**src/rtl/muldiv_pkg.sv**
```systemverilog
// Shared encodings for the iterative multiply/divide unit: operation codes,
// FSM states and the divide-by-zero quotient pattern.
package muldiv_pkg;

  typedef enum logic [1:0] {
    OP_MUL  = 2'b00,
    OP_MULU = 2'b01,
    OP_DIV  = 2'b10,
    OP_DIVU = 2'b11
  } op_e;

  typedef enum logic [1:0] {
    S_IDLE = 2'b00,
    S_BUSY = 2'b01,
    S_FIX  = 2'b10,
    S_DONE = 2'b11
  } state_e;

  // Sliced down to the datapath width at the point of use.
  localparam logic [63:0] DIV0_QUOT = '1;

  function automatic logic is_div_op(input op_e o);
    return o[1];
  endfunction

  function automatic logic is_signed_op(input op_e o);
    return ~o[0];
  endfunction

endpackage

```
**src/rtl/muldiv_signfix.sv**
```systemverilog
// Conditional two's-complement negate; with i_neg = sign bit it yields |i_val|,
// with i_neg = result sign it restores a signed result from its magnitude.
module muldiv_signfix #(
  parameter int W = 32
) (
  input  logic [W-1:0] i_val,
  input  logic         i_neg,
  output logic [W-1:0] o_val
);

  assign o_val = i_neg ? ((~i_val) + W'(1)) : i_val;

endmodule

```
**src/rtl/muldiv_unit.sv**
```systemverilog
// Iterative 32-cycle multiply/divide unit feeding the register bank write port.
// Magnitudes are formed one cycle after capture, then shift-add / restoring divide.
module muldiv_unit
  import muldiv_pkg::*;
#(
  parameter int DATA_W     = 32,
  parameter int REG_ADDR_W = 6
) (
  input  logic                  clk,
  input  logic                  rst_n,
  input  logic                  start,
  input  logic [1:0]            op,
  input  logic [DATA_W-1:0]     op_a,
  input  logic [DATA_W-1:0]     op_b,
  input  logic [REG_ADDR_W-1:0] dest,
  output logic                  busy,
  output logic                  done,
  output logic                  wr_en,
  output logic [REG_ADDR_W-1:0] wr_addr,
  output logic [DATA_W-1:0]     wr_data,
  output logic [DATA_W-1:0]     hi,
  output logic [DATA_W-1:0]     lo
);

  localparam int CNT_W = $clog2(DATA_W);

  state_e                  r_state;
  state_e                  w_next;
  op_e                     r_op;
  logic [REG_ADDR_W-1:0]   r_dest;
  logic                    r_sign_a;
  logic                    r_sign_b;
  logic                    r_prep;
  logic [DATA_W-1:0]       r_raw_a;
  logic [DATA_W-1:0]       r_raw_b;
  logic [DATA_W-1:0]       r_x;
  logic [DATA_W-1:0]       r_y;
  logic [2*DATA_W-1:0]     r_acc;
  logic [CNT_W-1:0]        r_cnt;
  logic [DATA_W-1:0]       r_hi;
  logic [DATA_W-1:0]       r_lo;
  logic [DATA_W-1:0]       r_wr_data;

  logic [DATA_W-1:0]       w_abs_a;
  logic [DATA_W-1:0]       w_abs_b;
  logic [2*DATA_W-1:0]     w_prod;
  logic [DATA_W-1:0]       w_quot;
  logic [DATA_W-1:0]       w_rem;
  logic [DATA_W:0]         w_add;
  logic [DATA_W:0]         w_shift;
  logic [DATA_W-1:0]       w_diff;
  logic                    w_ge;
  logic [2*DATA_W-1:0]     w_iter;
  logic                    w_div0;

  muldiv_signfix #(.W(DATA_W)) u_abs_a (
    .i_val(r_raw_a), .i_neg(r_sign_a), .o_val(w_abs_a)
  );

  muldiv_signfix #(.W(DATA_W)) u_abs_b (
    .i_val(r_raw_b), .i_neg(r_sign_b), .o_val(w_abs_b)
  );

  muldiv_signfix #(.W(2*DATA_W)) u_fix_prod (
    .i_val(r_acc), .i_neg(r_sign_a ^ r_sign_b), .o_val(w_prod)
  );

  muldiv_signfix #(.W(DATA_W)) u_fix_quot (
    .i_val(r_acc[DATA_W-1:0]), .i_neg(r_sign_a ^ r_sign_b), .o_val(w_quot)
  );

  muldiv_signfix #(.W(DATA_W)) u_fix_rem (
    .i_val(r_acc[2*DATA_W-1:DATA_W]), .i_neg(r_sign_a), .o_val(w_rem)
  );

  // Divide holds {remainder, quotient} in r_acc; multiply holds the product
  // with the multiplier consumed LSB first out of r_y.
  always_comb begin
    w_add   = {1'b0, r_acc[2*DATA_W-1:DATA_W]} + {1'b0, r_x};
    w_shift = {r_acc[2*DATA_W-1:DATA_W], r_acc[DATA_W-1]};
    w_diff  = w_shift[DATA_W-1:0] - r_y;
    w_ge    = (w_shift >= {1'b0, r_y});
    w_div0  = (r_y == '0);
    if (is_div_op(r_op)) begin
      w_iter = w_ge ? {w_diff, r_acc[DATA_W-2:0], 1'b1}
                    : {w_shift[DATA_W-1:0], r_acc[DATA_W-2:0], 1'b0};
    end else begin
      w_iter = r_y[0] ? {w_add, r_acc[DATA_W-1:1]}
                      : {1'b0, r_acc[2*DATA_W-1:1]};
    end
  end

  always_ff @(posedge clk) begin
    if (!rst_n) r_state <= S_IDLE;
    else        r_state <= w_next;
  end

  always_comb begin
    w_next = r_state;
    case (r_state)
      S_IDLE:  if (start) w_next = S_BUSY;
      S_BUSY:  if (!r_prep && (r_cnt == CNT_W'(DATA_W-1))) w_next = S_FIX;
      S_FIX:   w_next = S_DONE;
      S_DONE:  w_next = S_IDLE;
      default: w_next = S_IDLE;
    endcase
  end

  always_ff @(posedge clk) begin
    if (!rst_n) begin
      r_op      <= OP_MUL;
      r_dest    <= '0;
      r_sign_a  <= 1'b0;
      r_sign_b  <= 1'b0;
      r_prep    <= 1'b0;
      r_raw_a   <= '0;
      r_raw_b   <= '0;
      r_x       <= '0;
      r_y       <= '0;
      r_acc     <= '0;
      r_cnt     <= '0;
      r_hi      <= '0;
      r_lo      <= '0;
      r_wr_data <= '0;
    end else begin
      case (r_state)
        S_IDLE: begin
          if (start) begin
            r_op     <= op_e'(op);
            r_dest   <= dest;
            r_raw_a  <= op_a;
            r_raw_b  <= op_b;
            r_sign_a <= is_signed_op(op_e'(op)) & op_a[DATA_W-1];
            r_sign_b <= is_signed_op(op_e'(op)) & op_b[DATA_W-1];
            r_acc    <= '0;
            r_cnt    <= '0;
            r_prep   <= 1'b1;
          end
        end
        S_BUSY: begin
          // First busy cycle only loads magnitudes, keeping the abs adders
          // off the register-bank read path.
          if (r_prep) begin
            r_prep <= 1'b0;
            r_x    <= w_abs_a;
            r_y    <= w_abs_b;
            r_acc  <= is_div_op(r_op) ? {{DATA_W{1'b0}}, w_abs_a} : '0;
          end else begin
            r_cnt <= r_cnt + CNT_W'(1);
            r_acc <= w_iter;
            if (!is_div_op(r_op)) r_y <= r_y >> 1;
          end
        end
        S_FIX: begin
          if (is_div_op(r_op)) begin
            r_lo      <= w_div0 ? DIV0_QUOT[DATA_W-1:0] : w_quot;
            r_wr_data <= w_div0 ? DIV0_QUOT[DATA_W-1:0] : w_quot;
            r_hi      <= w_div0 ? r_raw_a : w_rem;
          end else begin
            r_lo      <= w_prod[DATA_W-1:0];
            r_wr_data <= w_prod[DATA_W-1:0];
            r_hi      <= w_prod[2*DATA_W-1:DATA_W];
          end
        end
        default: ;
      endcase
    end
  end

  assign busy    = (r_state != S_IDLE);
  assign done    = (r_state == S_DONE);
  assign wr_en   = (r_state == S_DONE);
  assign wr_addr = r_dest;
  assign wr_data = r_wr_data;
  assign hi      = r_hi;
  assign lo      = r_lo;

endmodule
```
**config.mk**
```make
export PLATFORM = sky130hd
export DESIGN_NAME = muldiv_unit
export DESIGN_NICKNAME = d
export VERILOG_FILES = /design/src/rtl/muldiv_pkg.sv /design/src/rtl/muldiv_signfix.sv /design/src/rtl/muldiv_unit.sv
export SDC_FILE = /design/constraint.sdc
export NUM_CORES = 1
export LEC_CHECK = 0
export CAP_MARGIN = 20
export CORE_MARGIN = 1
export CORE_UTILIZATION = 50
export DETAILED_ROUTE_END_ITERATION = 8
export PLACE_DENSITY = 0.77
export RECOVER_POWER = 25
export SYNTH_ARGS = -nofsm -noshare
export SYNTH_HDL_FRONTEND = slang
export SYNTH_SLANG_ARGS = --single-unit
```
**constraint.sdc**
```tcl
create_clock -name clk -period 10.3 [get_ports clk]
set_clock_uncertainty 0.15 [all_clocks]
set_input_delay 2.06 -clock clk [delete_from_list [all_inputs] [get_ports clk]]
set_output_delay 2.06 -clock clk [all_outputs]
set_load 0.02 [all_outputs]
```
==> results.sh, run 1 <==
export IMPL_cts_tree="done"
export IMPL_hold_path_class="reg -> reg"
export IMPL_r2r_end="r_acc[57]$_SDFFE_PN0P_"
export IMPL_cts_resized=0
export IMPL_synthTopCellsByCount="nand2_1 (321), dfxtp_1 (273), a21oi_1 (246)"
export IMPL_row_count=70
export IMPL_grt_pass1_vias=17400
export IMPL_synth_edff_count=0
export IMPL_vdd_drop_max_mv=0.274
export IMPL_rr_startpoint="r_acc[34]$_SDFFE_PN0P_"
export IMPL_tightest_slew_ps=2310
export IMPL_max_freq_mhz=174
export IMPL_arrival_ps=6120
export IMPL_cp_required_ps=10660
export IMPL_netlist_area_leader_share=0.294
export IMPL_crit_path_start="rst_n"
export IMPL_antenna_found_initial=1
export IMPL_synth_cells=2476
export IMPL_stdcell_area_um2=21400
export IMPL_rsz0062_at_grt="no"
export IMPL_core_area_um2=36600
export IMPL_slowest_stage="clkbuf_1"
export IMPL_ys_warn_count=0
export IMPL_drv_cap=1
export IMPL_synth_area_leaders="dfxtp_1 (29%), a21oi_1 (6.6%), nand2_1 (6.5%)"
export IMPL_period_share=0.559
export IMPL_clk_pin_slew_ps=60
export IMPL_worstSkewPairLatency_ps=590
export IMPL_violations="max-capacitance violations, max-slew violations"
export IMPL_pin_count=180
export IMPL_netlist_cell_type_count=83
export IMPL_timing_hold_ws_ps=302
export IMPL_seq_area_um2=5470
export IMPL_synth_seq_area_share=0.294
export IMPL_area_growth_pct=15.1
export IMPL_synth_seq_cells=273
export IMPL_reg2reg_depth=11
export IMPL_vias=18600
export IMPL_grt_pass1_wl_mm=96.0
export IMPL_syn_area_um2=18600
export IMPL_met3_length_mm=6.10
export IMPL_drive_above_1_share=0.0621
export IMPL_crit_cells=10
export IMPL_drt_iter0_drc=2317
export IMPL_syn_mean_instance_area_um2=7.51
export IMPL_setup_violations=0
export IMPL_wl_met1_mm=26.7
export IMPL_detail_route_wl_per_cell_um=20.8
export IMPL_reg2reg_slack_ps=5860
export IMPL_critPathCapture="r_acc[48]$_SDFFE_PN0P_"
export IMPL_grt_util_all_layers=0.316
export IMPL_start_kind="input pin"
export IMPL_cts_sinks=273
export IMPL_status="complete, but fails checks"
export IMPL_firstDrtPassIters=6
export IMPL_wl_mm=62.1
export IMPL_drc=0
export IMPL_dpl_cell_area_um2=20200
export IMPL_wl_met2_mm=27.4
export IMPL_fill_cells=3304
export IMPL_min_period_ps=5760
export IMPL_grt_max_degree=84
export IMPL_viasPerCell=6.25
export IMPL_setup_tns_ps=0
export IMPL_clock_root_buffer="clkbuf_16"
export IMPL_ys_async_sr_fraction=0
export IMPL_numCtsBuffers=30
export IMPL_crit_chain="dlygate4sd3_1, clkbuf_1, inv_6, nor3_1, buf_4, nand2_1, nor2_1, a22oi_1, o21ai_0, o21bai_1"
export IMPL_die_y_um=195
export IMPL_cp_num_buf_inv=4
export IMPL_die_x_um=195
export IMPL_syn_nets=2628
export IMPL_path_max_fanout=56
export IMPL_drtAntennaViolNets=0
export IMPL_synth_most_common_cell="nand2_1"
export IMPL_start_util=0.508
export IMPL_p_per_area_nw_per_um2=290
export IMPL_leakage_nw=8.26
export IMPL_port_buffer_count=179
export IMPL_overflow=0
export IMPL_top_layer="met4"
export IMPL_nets=2641
export IMPL_maxSlewViolCount=46
export IMPL_dp_final_hpwl_mm=45.1
export IMPL_path_delay_family="buffers and inverters"
export IMPL_cts_max_path_buffers=3
export IMPL_cts_setup_buffers=0
export IMPL_cp_end_kind="register"
export IMPL_multi_input_area_um2=11900
export IMPL_synth_top_cell_by_area="dfxtp_1"
export IMPL_crit_type="in -> reg"
export IMPL_place_congestion=0.996
export IMPL_synth_top_flop_cell="dfxtp_1"
export IMPL_h_tree_depth=1
export IMPL_relSlewSlack=-0.539
export IMPL_dieArea_um2=38000
export IMPL_hold_viol_final=0
export IMPL_slowest_delay_ps=1630
export IMPL_cts_hold_buf=0
## report_power, final
group / switching [W] / total [W] / internal (W) / leakage (nW)
sequential: 0.000260 / 0.00151 / 0.00125 / 2.22
combinational: 0.00216 / 0.00348 / 0.00131 / 5.49
clock: 0.000467 / 0.00121 / 0.000743 / 0.547
## worst min-delay path by stage
stage | startpoint | to | slack, ps | cells past startpoint
2_1_floorplan | r_x[0]$_SDFFE_PN0P_ | r_x[0]$_SDFFE_PN0P_ | 290 | 2
3_3_place_gp | hi[26]$_SDFFE_PN0P_ | hi[26]$_SDFFE_PN0P_ | 290 | 2
3_5_place_dp | hi[26]$_SDFFE_PN0P_ | hi[26]$_SDFFE_PN0P_ | 300 | 2
4_1_cts | r_x[20]$_SDFFE_PN0P_ | r_x[20]$_SDFFE_PN0P_ | 320 | 2
5_1_grt | wr_addr[3]$_SDFFE_PN0P_ | wr_addr[3]$_SDFFE_PN0P_ | 330 | 2
6_report | hi[26]$_SDFFE_PN0P_ | hi[26]$_SDFFE_PN0P_ | 300 | 2
## metal layers
metal,GRT usage,up-vias
li1,-,8869
met1,0.425,8813
met2,0.497,819
met3,0.0743,135
met4,0.104,0
met5,0,-
## area by class of cell
type	instances	area share
multi-input cells	1901	0.556
flip-flops and latches	273	0.256
repair buffers	208	0.0949
clock buffers	42	0.0429
well taps	468	0.0274
inverters	75	0.0134
clock inverters	12	0.00942
diodes	1	0.000117
## worst reg2reg max path, cell delays in order, from the launching register on
cell,delay [ps]
dfxtp_1,730
ha_1,420
a21o_1,200
a21oi_1,210
nand2_1,160
a221oi_1,530
o31ai_1,280
a41oi_4,260
buf_4,480
nand2_1,410
o221ai_1,340
a211oi_1,100
## cell families (layout without fill, tap and decap cells)
family / count (synthesis) / in the layout / share of synthesized area
AOI/OAI and AO/OA: 792 / 792 / 0.271
xor gates and xnor gates: 193 / 193 / 0.0909
adders and majority gates: 77 / 77 / 0.0526
buffers and inverters: 302 / 337 / 0.0685
DFF: 273 / 273 / 0.294
muxes: 57 / 57 / 0.0328
other: 0 / 1 / 0
and+or+nand+nor: 782 / 782 / 0.190
## placed cells by master, fill, tap and decap left out, drive strengths merged, types with 44 or more instances in the layout
| cell | netlist | layout |
|---|---|---|
| nand2 | 321 | 321 |
| dfxtp | 273 | 273 |
| a21oi | 247 | 247 |
| nor2 | 245 | 245 |
| o21ai | 169 | 169 |
| clkdlybuf4s50 | 0 | 153 |
| xnor2 | 99 | 99 |
| xor2 | 94 | 94 |
| inv | 75 | 77 |
| ha | 75 | 75 |
| a211oi | 47 | 47 |
| a221oi | 45 | 45 |
| clkbuf | 166 | 44 |
## per-stage QoR
step	cells	total power, W	setup slack (ps)	utilization
after floorplan	2476	0.00393	6800	-
after global placement	2923	0.00489	5470	0.553
after detailed placement	2923	0.00493	5460	0.553
after CTS	2977	0.00614	6020	0.583
after global routing	2979	0.00654	4180	0.584
final	2980	0.00620	4540	0.584
## sequential cells by signal (all words and copies together), names as in the netlist, 2 cells and up
signal and count:
r_acc 64, hi 32, r_raw_a 32, r_raw_b 32, r_x 32, r_y 32
wr_data 32, wr_addr 6, r_cnt 5, r_state 2
No activity file was read; power rests on OpenSTA's default activity.
==> inputs of run 2 (changes only) <==
- PLACE_DENSITY: 0.77 -> 0.8
- clock period: 10.3 -> 5.2 ns (I/O delays scaled with it)
==> results.sh, run 2 (synthesis results as in run 1) <==
export IMPL_arrival_ps=4720
export IMPL_wl_mm=63.7
export IMPL_r2r_end="r_acc[1]$_SDFFE_PN0P_"
export IMPL_firstDrtPassIters=5
export IMPL_crit_type="in -> reg"
export IMPL_cts_sinks=273
export IMPL_antennaDiodeCount=0
export IMPL_drt_iter0_drc=2266
export IMPL_h_tree_depth=1
export IMPL_place_congestion=0.987
export IMPL_rsz0062_at_grt="no"
export IMPL_min_to="hi[24]$_SDFFE_PN0P_"
export IMPL_cts_hold_buf=0
export IMPL_hold_path_class="reg -> reg"
export IMPL_cts_max_path_buffers=3
export IMPL_clk_pin_slew_ps=60
export IMPL_regMostFlops="r_acc"
export IMPL_maxSlewViolCount=156
export IMPL_period_share=0.852
export IMPL_nets=2646
export IMPL_start_util=0.508
export IMPL_status="complete, but fails checks"
export IMPL_path_max_fanout=39
export IMPL_drtAntennaViolNets=0
export IMPL_largest_reg_flops=64
export IMPL_rr_startpoint="r_state[1]$_SDFFE_PN0P_"
export IMPL_cp_num_buf_inv=2
export IMPL_area_growth_pct=14.7
export IMPL_die_y_um=195
export IMPL_tightest_slew_ps=2790
export IMPL_die_x_um=195
export IMPL_reg2reg_slack_ps=920
export IMPL_setup_violations=0
export IMPL_slowest_stage="clkbuf_1"
export IMPL_detail_route_wl_per_cell_um=21.3
export IMPL_reg2reg_depth=9
export IMPL_leakage_nw=8.21
export IMPL_violations="max-capacitance violations, max-slew violations"
export IMPL_hold_viol_final=0
export IMPL_seq_area_um2=5470
export IMPL_min_from="hi[24]$_SDFFE_PN0P_"
export IMPL_fill_cells=3369
export IMPL_hold_depth=2
export IMPL_dieArea_um2=38000
export IMPL_crit_chain="dlygate4sd3_1, and2_2, a21oi_2, clkbuf_1, nor2_1, nand2_1, o22ai_1, a21oi_1, nor2_1"
export IMPL_max_freq_mhz=226
export IMPL_overflow=0
export IMPL_vdd_drop_max_mv=0.630
export IMPL_antenna_found_initial=3
export IMPL_setup_tns_ps=0
export IMPL_cts_tree="done"
export IMPL_row_count=70
export IMPL_cts_setup_buffers=0
export IMPL_cp_end_kind="register"
export IMPL_port_buffer_count=179
export IMPL_worstSkewPairLatency_ps=590
export IMPL_drive_above_1_share=0.0631
export IMPL_p_per_area_nw_per_um2=570
export IMPL_multi_input_area_um2=11900
export IMPL_start_kind="input pin"
export IMPL_viasPerCell=6.39
export IMPL_cts_resized=0
export IMPL_grt_pass1_vias=17600
export IMPL_slowest_delay_ps=1520
export IMPL_p_total_w=0.0122
export IMPL_core_area_um2=36600
export IMPL_grt_pass1_wl_mm=99.1
export IMPL_grt_max_degree=146
export IMPL_relSlewSlack=-0.862
export IMPL_numCtsBuffers=31
export IMPL_vias=19100
export IMPL_clock_root_buffer="clkbuf_16"
export IMPL_final_common_cell="nand2_1"
export IMPL_crit_path_frequent_cell="nor2_1"
export IMPL_pin_count=180
export IMPL_min_period_ps=4430
export IMPL_dp_final_hpwl_mm=46.6
export IMPL_drc=0
export IMPL_layout_common_cells="nand2_1 (320), dfxtp_1 (271), a21oi_1 (245)"
export IMPL_cp_required_ps=5490
export IMPL_grt_util_all_layers=0.326
export IMPL_drv_cap=3
export IMPL_path_delay_family="buffers and inverters"
[run 2: cell count changes in the layout (fill, tap and decap cells not counted), sizes merged, moves of 3 or more]
cell / delta
clkinv: +9
buf: +3
clkdlybuf4s50: +12
bufinv: -3
dlygate4sd3: -13
[run 2: power breakdown]
part | internal (W) | leakage [nW] | switching (W)
Combinational | 0.00262 | 5.47 | 0.00431
Clock | 0.00129 | 0.515 | 0.000936
Sequential | 0.00248 | 2.22 | 0.000505
[run 2: stage by stage]
| step | util | setup WS (ps) | area, um^2 | instances | hold slack, ps |
|---|---|---|---|---|---|
| after global routing | 0.583 | 678 | 21300 | 2987 | 322 |
| after floorplan | - | 1820 | 18600 | 2476 | 291 |
| after CTS | 0.583 | 1290 | 21300 | 2986 | 307 |
| after global placement | 0.554 | 1360 | 20300 | 2927 | 291 |
| final | 0.583 | 770 | 21300 | 2987 | 299 |
| after detailed placement | 0.555 | 1300 | 20300 | 2928 | 291 |
[run 2: area by class of cell]
cell class / count / share of cell area
clock inverter: 17 / 0.00710
timing repair buffer: 212 / 0.0966
tap: 468 / 0.0274
sequential: 273 / 0.256
multi-input combinational: 1901 / 0.558
clock buffer: 41 / 0.0415
inverter: 75 / 0.0134
[run 2: worst max-delay path by stage]
stage,startpoint,end,cells after the start
global placement,r_acc[34]$_SDFFE_PN0P_,r_acc[46]$_SDFFE_PN0P_,11
floorplan,r_acc[32]$_SDFFE_PN0P_,hi[16]$_SDFFE_PN0P_,12
global route,start,r_acc[1]$_SDFFE_PN0P_,9
finish,start,r_acc[1]$_SDFFE_PN0P_,9
CTS,r_acc[34]$_SDFFE_PN0P_,r_acc[45]$_SDFFE_PN0P_,11
detailed placement,r_acc[34]$_SDFFE_PN0P_,r_acc[45]$_SDFFE_PN0P_,11
[run 2: tightest hold or removal path: stages, from the launching register on]
cell     delay (ps)
dfxtp_1         320
nand2_1          40
o21ai_0          50
[run 2: metal layers]
metal,part of all wire,global-route usage,wire length [um]
met5,0.00041,0,26
met4,0.035,0.119,2230
met3,0.11,0.0689,6700
met2,0.44,0.499,27900
met1,0.42,0.450,26800
